--- config.mk ---
export PLATFORM = sky130hd
export DESIGN_NAME = chacha_block_reader
export DESIGN_NICKNAME = d
export VERILOG_FILES = /design/src/rtl/chacha_block_reader.sv
export SDC_FILE = /design/constraint.sdc
export NUM_CORES = 1
export LEC_CHECK = 0
export ABC_CLOCK_PERIOD_IN_PS = 2180
export BUFFER_PORTS_ARGS = -buffer_cell sky130_fd_sc_hd__buf_2
export CAP_MARGIN = 20
export CORE_MARGIN = 5
export CORE_UTILIZATION = 53
export DETAILED_ROUTE_END_ITERATION = 8
export PLACE_DENSITY_LB_ADDON = 0.2
export SETUP_SLACK_MARGIN = 0.5
export SYNTH_ARGS = -nofsm -noshare
export SYNTH_HDL_FRONTEND = slang
export SYNTH_SLANG_ARGS = --single-unit
--- constraint.sdc ---
create_clock -name clk -period 2.18 [get_ports clk]
set_input_delay 0.218 -clock clk [delete_from_list [all_inputs] [get_ports clk]]
set_output_delay 0.218 -clock clk [all_outputs]
set_load 0.01 [all_outputs]
--- src/rtl/chacha_block_reader.sv ---
// Reads one block of WORDS 32-bit words from the core's word port and
// serializes each word into bytes on a valid/ready byte stream.
module chacha_block_reader #(
  parameter int unsigned WORDS         = 16,
  parameter int unsigned READ_LATENCY  = 1,
  parameter bit          BYTE_ORDER_LE = 1'b1
) (
  input  logic        clk,
  input  logic        rst,
  input  logic        start,
  input  logic        abort,
  output logic        busy,
  output logic        done,
  output logic [3:0]  core_addr,
  input  logic [31:0] core_data,
  output logic [7:0]  out_data,
  output logic        out_valid,
  input  logic        out_ready
);

  localparam int unsigned IDX_W = (WORDS > 1) ? $clog2(WORDS) : 1;
  localparam logic [IDX_W-1:0] WORD_LAST = IDX_W'(WORDS - 1);
  localparam logic [1:0]       WAIT_LAST = 2'(READ_LATENCY - 1);

  typedef enum logic [1:0] {
    IDLE,
    FETCH,
    EMIT,
    FINISH
  } state_e;

  state_e           state_q, state_d;
  logic [IDX_W-1:0] word_q, word_d;
  logic [1:0]       wait_q, wait_d;
  logic [1:0]       byte_q, byte_d;
  logic [31:0]      shift_q, shift_d;
  logic [3:0]       addr_q, addr_d;
  logic             handshake;

  always_ff @(posedge clk) begin
    if (rst) begin
      state_q <= IDLE;
      word_q  <= '0;
      wait_q  <= '0;
      byte_q  <= '0;
      shift_q <= '0;
      addr_q  <= '0;
    end else begin
      state_q <= state_d;
      word_q  <= word_d;
      wait_q  <= wait_d;
      byte_q  <= byte_d;
      shift_q <= shift_d;
      addr_q  <= addr_d;
    end
  end

  always_comb begin
    state_d   = state_q;
    word_d    = word_q;
    wait_d    = wait_q;
    byte_d    = byte_q;
    shift_d   = shift_q;
    addr_d    = addr_q;
    handshake = (state_q == EMIT) && out_ready;

    unique case (state_q)
      IDLE: begin
        if (start) begin
          state_d = FETCH;
          word_d  = '0;
          wait_d  = '0;
          addr_d  = '0;
        end
      end
      FETCH: begin
        if (wait_q == WAIT_LAST) begin
          shift_d = core_data;
          byte_d  = '0;
          state_d = EMIT;
        end else begin
          wait_d = wait_q + 2'd1;
        end
      end
      EMIT: begin
        if (handshake) begin
          // The outgoing byte always sits at the same end of the shift register.
          shift_d = BYTE_ORDER_LE ? {8'h00, shift_q[31:8]} : {shift_q[23:0], 8'h00};
          byte_d  = byte_q + 2'd1;
          if (byte_q == 2'd3) begin
            if (word_q == WORD_LAST) begin
              state_d = FINISH;
            end else begin
              word_d  = word_q + 1'b1;
              addr_d  = 4'(word_q + 1'b1);
              wait_d  = '0;
              state_d = FETCH;
            end
          end
        end
      end
      FINISH: begin
        state_d = IDLE;
        addr_d  = '0;
      end
      default: state_d = IDLE;
    endcase

    // Abort overrides anything the active state decided, including a handshake.
    if (abort && (state_q != IDLE)) begin
      state_d = IDLE;
      word_d  = '0;
      wait_d  = '0;
      byte_d  = '0;
      addr_d  = '0;
    end
  end

  assign out_valid = (state_q == EMIT);
  assign busy      = (state_q == FETCH) || (state_q == EMIT);
  assign done      = (state_q == FINISH);
  assign core_addr = addr_q;
  assign out_data  = out_valid ? (BYTE_ORDER_LE ? shift_q[7:0] : shift_q[31:24]) : '0;

endmodule
Yosys cells after proc, flatten, opt, wreduce, memory -nomap -nowiden
Index checks and enable logic that the tools add are counted.
W data, S select, Z words.
{"block": "totals", "latchBits": 0, "rom_bits": 0, "mem_count": 0, "register_bits": 46, "ramBits": 0}
{"block": "op_classes", "n_div": 0, "n_eq_ne": 11, "n_addsub": 3, "n_shift": 0, "muxes": 25, "bitwise_logic": 0, "magnitude_cmp": 0, "reduce_logical": 16, "n_mul": 0}
{"op": "$mux W32", "n": 2}
{"op": "$pmux W32 S2", "n": 1}
{"op": "$mux W2", "n": 12}
{"op": "$mux W4", "n": 4}
{"op": "$pmux W4 S3", "n": 1}
{"op": "$reduce_and A5 Y1", "n": 2}
{"op": "$mux W8", "n": 1}
{"op": "$ne A2 B2 Y1 const B", "n": 4}
{"op": "$pmux W2 S4", "n": 1}
{"op": "$pmux W4 S2", "n": 1}
{"op": "$eq A2 B2 Y1 const B", "n": 3}
{"op": "$pmux W2 S3", "n": 1}
{"op": "$reduce_and A6 Y1", "n": 1}
{"op": "$reduce_bool A2 Y1", "n": 3}
{"op": "$reduce_bool A3 Y1", "n": 2}
{"op": "$add A2 B1 Y2 const B", "n": 2}
{"op": "$add A4 B1 Y4 const B", "n": 1}
{"op": "$eq A4 B4 Y1 const B", "n": 1}
{"op": "$logic_not A2 Y1", "n": 2}
{"op": "$ne A2 B1 Y1 const B", "n": 2}
{"op": "$pmux W2 S2", "n": 1}
{"op": "$reduce_and A4 Y1", "n": 1}
{"op": "$reduce_and A3 Y1", "n": 1}
{"op": "$eq A2 B1 Y1 const B", "n": 1}
{"op": "other kinds (3)", "n": 4}

Longest topological paths before layout
Gate-level depths: netlist of run 1.
{"block": "depth", "ltp_word": 5, "mapped_depth": 8, "ltp_nobuf": 6}

Worst setup path before layout of run 1
Ideal clock, no wire load.
{"block": "synth_path", "kind": "reg2reg", "from": "register state_q[0]", "to": "register wait_q[0]", "stages_incl_launch_ff": 8, "t_arrival_ns": 1.626, "path_slack_ns": 0.484, "n_path_buf": 1, "t_required_ns": 2.109, "cell_sequence": "dfxtp_1 -> inv_1 -> ha_1 -> buf_2 -> nand2b_2 -> nand4_4 -> or4_1 -> a21oi_1"}
{"block": "synth_between", "elab_chain_cells": 4}
{"element": "start: declaration", "line": "32", "rtl": "state_e state_q, state_d;"}
{"element": "start signal: assignment", "line": "49", "rtl": "state_q <= state_d;"}
{"element": "$eq A2 B2 Y1 *"}
{"element": "net out_valid", "line": "17", "rtl": "output logic out_valid,"}
{"element": "$logic_and A1 B1 Y1", "line": "65", "rtl": "handshake = (state_q == EMIT) && out_ready;"}
{"element": "$ne A2 B1 Y1 (no source line)"}
{"element": "$reduce_and A6 Y1 (no source line)"}
{"element": "end signal: assignment", "line": "51", "rtl": "wait_q <= wait_d;"}
{"element": "end: declaration", "line": "34", "rtl": "logic [1:0] wait_q, wait_d;"}
Mark *: on every way through the listed nets, which the timed path passes. The rest lies on a longest branch.
A chain may end at the register's enable or synchronous reset.

Worst setup path after layout of run 1
{"block": "layout_path", "from": "register state_q[1]", "to": "register shift_q[1]"}
{"block": "layout_between", "elab_chain_cells": 4}
{"element": "$eq A2 B2 Y1", "line": "65, 67"}
{"element": "$logic_and A1 B1 Y1", "line": "65"}
{"element": "$ne A2 B1 Y1 (no source line)"}
{"element": "$reduce_and A3 Y1 (no source line)"}
{"element": "end signal: assignment", "line": "53", "rtl": "shift_q <= shift_d;"}
{"element": "end: declaration", "line": "36", "rtl": "logic [31:0] shift_q, shift_d;"}
Parallel ways exist; a longest one is shown, timed or not.

==> results of run 1 <==
[final timing paths]
check,startpoint,to,slack (ps)
worst max-delay path,state_q[1],shift_q[1],400
worst min-delay path,core_data[28],shift_q[28],180
worst max register to register,state_q[1],shift_q[1],400
worst min register to register,shift_q[25],shift_q[25],450
[placed cells by master, fill, tap and decap left out, drive strengths merged]
cell type,netlist,routed
nand3,7,7
clkbuf,7,9
and2b,2,2
a41oi,1,1
nand4,4,4
buf,11,69
nor2,31,31
xor2,1,1
a311oi,1,1
a211oi,25,25
mux2i,29,29
and2,10,10
or3,2,2
nand2,12,12
nand3b,9,9
nor2b,4,4
or4,1,1
nor3,2,2
o21ai,7,7
a21o,2,2
nor4,1,1
inv,6,6
or2b,2,2
dfxtp,46,46
nand2b,2,2
clkinv,0,2
a21oi,17,17
ha,8,8
[logic make-up after synthesis]
family	after synthesis
AO/OA/AOI/OAI	53
adder cells (fa/ha/maj)	8
multiplexers	29
flip-flops	46
XOR/XNOR	1
AND/OR/NAND/NOR	89
buffers and inverters	24
[metrics by stage]
stage / area (µm²) / power, W
2_1_floorplan: 2300 / 0.00261
4_1_cts: 2880 / 0.00409
3_3_place_gp: 2590 / 0.00292
3_5_place_dp: 2590 / 0.00296
6_report: 3080 / 0.00459
5_1_grt: 3080 / 0.00489
[flip-flops by register name, summed over array words and instances, names as in the netlist]
register and count:
word_q 4, byte_q 2, core_addr 4, wait_q 2
state_q 2, shift_q 32
[worst max-delay path, cell delays in order, from the launching register on]
cell       delay [ps]
dfxtp_4           420
inv_4              60
ha_4              180
and2b_4           190
nor3_4            290
buf_6             170
clkbuf_16         140
nor2_1             40
a211oi_1          210
[power by group]
| part | total [W] | leakage, nW | switching (W) | internal, W |
|---|---|---|---|---|
| Combinational | 0.00272 | 0.829 | 0.00133 | 0.00139 |
| Clock | 0.000514 | 0.0452 | 0.000288 | 0.000227 |
| Sequential | 0.00135 | 0.378 | 0.000186 | 0.00116 |
[layout make-up]
type | instances | area (µm²) | area share [%]
sequential | 46 | 928 | 30.1
tap | 52 | 65.1 | 2.11
inverter | 6 | 27.5 | 0.893
clock inverter | 2 | 13.8 | 0.446
timing repair buffer | 72 | 589 | 19.1
multi-input combinational | 180 | 1390 | 45.0
clock buffer | 6 | 72.6 | 2.35
[metal layers]
layer / GRT usage [%] / share of wire (%)
met5: 0 / 0
met4: 6.41 / 1.7
met1: 25.0 / 47
met2: 31.0 / 47
met3: 4.62 / 4.5
[what timing repair did]
item,4_1_cts,5_1_grt
cloned,4,3
buffers inserted,4,6
endpoints found under the hold margin,0,0
pin swaps,2,33
gates resized for setup,18,21
endpoints found under the setup margin,54,47
==> metrics.md, run 1 <==
| Metric | Value |
|---|---|
| Sequential fraction of the synthesis area | `40.0%` |
| Vias in the first global route | `1722` |
| Max Slew Vio Count | `0` |
| Clk sink count | `46` |
| Final Core Density | `71.8%` |
| Largest net degree at the start of global routing | `33` |
| Worst setup SP type | `register` |
| Lkg Pwr | `1.25 nW` |
| Pre-CTS WS | `278 ps` |
| # IOs | `52` |
| Post-Synth XOR/XNOR Area | `0.381%` |
| CORE AREA | `4290 µm²` |
| Global-route usage over all layers | `19.2%` |
| Worst-case reg-to-reg path depth | `8` |
| Mux cell area share after synthesis | `12.6%` |
| Synth top area share | `40.0%` |
| CP Class | `reg2reg` |
| Post-Synth Adder-Cell Area | `4.35%` |
| 1st-iter DRT viols | `113` |
| Ys flop type | `dfxtp_1` |
| Period minus WS final | `1780 ps` |
| Final setup violation count | `0` |
| PnR worst setup slack | `400 ps` |
| Worst path required time | `2400 ps` |
| Final Hold Viols | `0` |
| Gpl congestion | `0.815` |
| Antenna viol nets, final | `0` |
| Worst skew pair latency | `300 ps` |
| Placed cells | `339` |
| Synth Area in Simple Gates | `22.8%` |
| FILL cells | `321` |
| Most common cell in the netlist | `dfxtp_1` |
| Pwr dens | `1490 nW/µm²` |
| Hold Crit Class | `in2reg` |
| PortBufs | `51` |
| Post-synth EDFFs | `0` |
| Outcome | `finished, final reports clean` |
| Die W | `75.9 µm` |
| Layout Cells excl Fill | `364` |
| Yosys top cell by area | `dfxtp_1` |
| Antenna cell count | `0` |
| First-pass DRT Iterations | `4` |
| Achievable Freq | `0.562 GHz` |
| Post-DP HPWL | `3220 µm` |
| Tcrit/Tclk final | `81.7%` |
| RSZ-0062 raised after global routing | `true` |
| Vias per cell | `5.59` |
| Fin nets | `356` |
| Main combinational cell family by area after synthesis | `simple AND/OR/NAND/NOR gates` |
| Crit. End Element | `register` |
| Area Growth Syn to Fin | `34.0%` |
| GRT Residual Overflow | `0` |
| Clk buf depth | `2` |
| Worst slew margin | `67.4%` |
| CTS root buffer | `clkbuf_8` |
| Mapped cell area | `2300 µm²` |
| Die area | `5760 µm²` |
| Yosys reg bits | `46` |
| Routed WL per cell | `16.0 µm` |
| Hold depth | `3` |
| Global-route wire length before repair | `8290 µm` |
| CTS tree | `yes` |
| Clock Skew | `10.1 ps` |
| Aggregate routed wire length | `5810 µm` |
| Std cell rows | `24` |
| Hold WS | `178 ps` |
| DIE HEIGHT | `75.9 µm` |
| Synth area leaders | `dfxtp_1 (40%), mux2i_1 (13%), a211oi_1 (8.2%)` |
| Clk slew on worst S/H paths | `90 ps` |
| CP max FO | `7` |
| Warnings, synthesis | `0` |
| Top post-synthesis cells by count | `dfxtp_1 (46), nor2_1 (31), mux2i_1 (29)` |
| Post-synth ARST share | `0%` |
| Worst-margin pin slew | `489 ps` |
| CP arrival | `2000 ps` |
| Maxcap violations | `0` |
| Post-Synthesis Cells | `250` |
| Syn_nets | `295` |
| Compound-Gate Fraction of Synth Area | `14.8%` |
| Syn Area/Cell | `9.20 µm²` |
| Initial Util | `53.6%` |
| Cts bufs inserted | `5` |
| Via Count | `2036` |
| Initial antenna violation count | `0` |
| Setup_tns | `0 ps` |
| Yosys cell types | `33` |
| Hold-fix buffers at CTS | `0` |
| Share of cells above drive strength 1 | `38.1%` |
| Htree depth | `2` |
| Number of remaining DRC errors | `0` |
| Peak supply drop | `0.652 mV` |
No activity file was read; power rests on OpenSTA's default activity.
==> run 2, diff against run 1 <==
--- a/config.mk
+++ b/config.mk
@@ -5,7 +5,7 @@
 export SDC_FILE = /design/constraint.sdc
 export NUM_CORES = 1
 export LEC_CHECK = 0
-export ABC_CLOCK_PERIOD_IN_PS = 2180
+export ABC_CLOCK_PERIOD_IN_PS = 1800
 export BUFFER_PORTS_ARGS = -buffer_cell sky130_fd_sc_hd__buf_2
 export CAP_MARGIN = 20
 export CORE_MARGIN = 5
==> constraint.sdc (replaced) <==
create_clock -name clk -period 1.8 [get_ports clk]
set_input_delay 0.18 -clock clk [delete_from_list [all_inputs] [get_ports clk]]
set_output_delay 0.18 -clock clk [all_outputs]
set_load 0.01 [all_outputs]
==> metrics.md, run 2 (synthesis gave the netlist of run 1 again) <==
| Metric | Value |
|---|---|
| Worst-case reg-to-reg path depth | `8` |
| Worst slew margin | `74.7%` |
| Max reg flops | `32` |
| RSZ-0062 raised after global routing | `true` |
| Clk buf depth | `2` |
| First-pass DRT Iterations | `4` |
| FF-to-FF setup slack | `40 ps` |
| Most Used Layer, Global Route | `met2` |
| CP max-delay cell | `dfxtp_4` |
| GR Layer Usage met3 | `5.28%` |
| Initial Util | `53.6%` |
| Antenna cell count | `0` |
| CP Class | `reg2reg` |
| Crit. End Element | `register` |
| # IOs | `52` |
| Worst-margin pin slew | `379 ps` |
| Lkg Pwr | `1.37 nW` |
| Clock Skew | `8.80 ps` |
| Number of remaining DRC errors | `0` |
| Commonest non-fill, non-tap cells in the layout | `dfxtp_1 (43), buf_2 (40), nor2_1 (30), mux2i_1 (29), buf_6 (21)` |
| Die area | `5760 µm²` |
| Register with the most flip-flops | `shift_q` |
| Hold EP | `shift_q[28]` |
| 1st-iter DRT viols | `130` |
| Crit-path cells | `inv_6 > ha_4 > and2b_4 > nor3_4 > buf_6 > buf_12 > nand3_1 > a21oi_2` |
| Post-route cell area | `3360 µm²` |
| Clk slew on worst S/H paths | `90 ps` |
| Aggregate routed wire length | `6210 µm` |
| CP max FO | `15` |
| Achievable Freq | `0.568 GHz` |
| CTS tree | `yes` |
| Vias in the first global route | `1833` |
| Final Hold Viols | `0` |
| Clk sink count | `46` |
| Period minus WS final | `1760 ps` |
| Gpl congestion | `0.757` |
| Initial antenna violation count | `0` |
| Die W | `75.9 µm` |
| DIE HEIGHT | `75.9 µm` |
| Fin nets | `374` |
| Hold_sp | `core_data[28]` |
| Antenna viol nets, final | `0` |
| Worst path required time | `2030 ps` |
| Tcrit/Tclk final | `97.8%` |
| GRT Residual Overflow | `0` |
| Hold depth | `3` |
| Max Slew Vio Count | `0` |
| Most common cell after layout, fill and taps aside | `dfxtp_1` |
| Reg2reg start | `state_q[0]` |
| Vias per cell | `5.55` |
| Global-route usage over all layers | `20.4%` |
| Met1 Use GR | `27.6%` |
| Htree depth | `2` |
| Routed WL per cell | `16.2 µm` |
| Worst setup SP type | `register` |
| CORE AREA | `4290 µm²` |
| Maxcap violations | `0` |
| FF-to-FF End | `byte_q[1]` |
| Worst path max stage delay | `400 ps` |
| Cts bufs inserted | `5` |
| Dpl cell area | `2680 µm²` |
| CTS root buffer | `clkbuf_8` |
| Outcome | `finished, final reports clean` |
| Met2 Usage GRT | `31.4%` |
| Peak supply drop | `0.988 mV` |
| Area Growth Syn to Fin | `46.2%` |
| Std cell rows | `24` |
| Final setup violation count | `0` |
| Largest net degree at the start of global routing | `33` |
| Post-DP HPWL | `3350 µm` |
| PortBufs | `51` |
| CP arrival | `1990 ps` |
| Worst skew pair latency | `300 ps` |
| Final Core Density | `78.4%` |
| Share of cells above drive strength 1 | `45.2%` |
| Pwr dens | `1730 nW/µm²` |
| Hold WS | `137 ps` |
| Hold Crit Class | `in2reg` |
| FILL cells | `290` |
| Global-route wire length before repair | `8860 µm` |
| Via Count | `2119` |
-- run 2: cell types whose count changed in the layout (fill, tap and decap cells not counted), sizes merged --
cell	change
buf	+19
or3	+1
clkbuf	-3
bufbuf	+1
-- run 2: how the worst max path moves through the flow --
stage,startpoint,to,slack [ps],cells past startpoint
4_1_cts,state_q[0],wait_q[0],140,7
2_1_floorplan,state_q[0],wait_q[0],250,7
5_1_grt,state_q[0],byte_q[1],-10,8
6_report,state_q[0],byte_q[1],40,8
3_3_place_gp,state_q[0],core_addr[1],110,7
3_5_place_dp,state_q[1],shift_q[23],80,7
-- run 2: cell type report --
class	instances	area (µm²)	share of cell area (%)
clock buffers	6	72.6	2.16
repair buffers	89	774	23.0
multi-input cells	181	1480	44.0
flip-flops and latches	46	930	27.6
well taps	52	65.1	1.93
clock inverters	2	13.8	0.409
inverters	6	30.0	0.893
-- run 2: through the flow --
step                setup slack (ps)  instances  TNS, ps  power, W
floorplan                        247        250        0   0.00336
global placement                 106        341        0   0.00375
detailed placement              75.2        341        0   0.00380
CTS                              141        368        0   0.00532
global route                   -12.2        382    -23.6   0.00615
finish                          39.5        382        0   0.00580
-- run 2: timing repair --
| item | 4_1_cts | 5_1_grt |
|---|---|---|
| gates cloned | 4 | 0 |
| pin swaps | 19 | 33 |
| buffers inserted | 15 | 14 |
| setup endpoints to repair | 56 | 57 |
| resized for setup | 22 | 42 |
| hold buffers | 0 | 0 |
-- run 2: where the power goes --
part | internal (W) | switching, W | leakage [nW]
registers | 0.00141 | 0.000235 | 0.379
clock network | 0.000275 | 0.000361 | 0.0452
logic | 0.00190 | 0.00163 | 0.946
total | 0.00358 | 0.00222 | 1.37
-- run 2: worst max-delay path: cells and delay by family (launching register included) --
kind,cells,cell delay (ps)
buffers and inverters,3,370
AOI/OAI and AO/OA,1,160
and+or+nand+nor,3,580
DFF,1,400
adders and majority gates,1,180
-- run 2: per-layer routing --
layer,routed length (µm),up-vias
met5,0,-
met4,166,0
met3,311,13
met2,3010,63
met1,2720,998
li1,-,1045
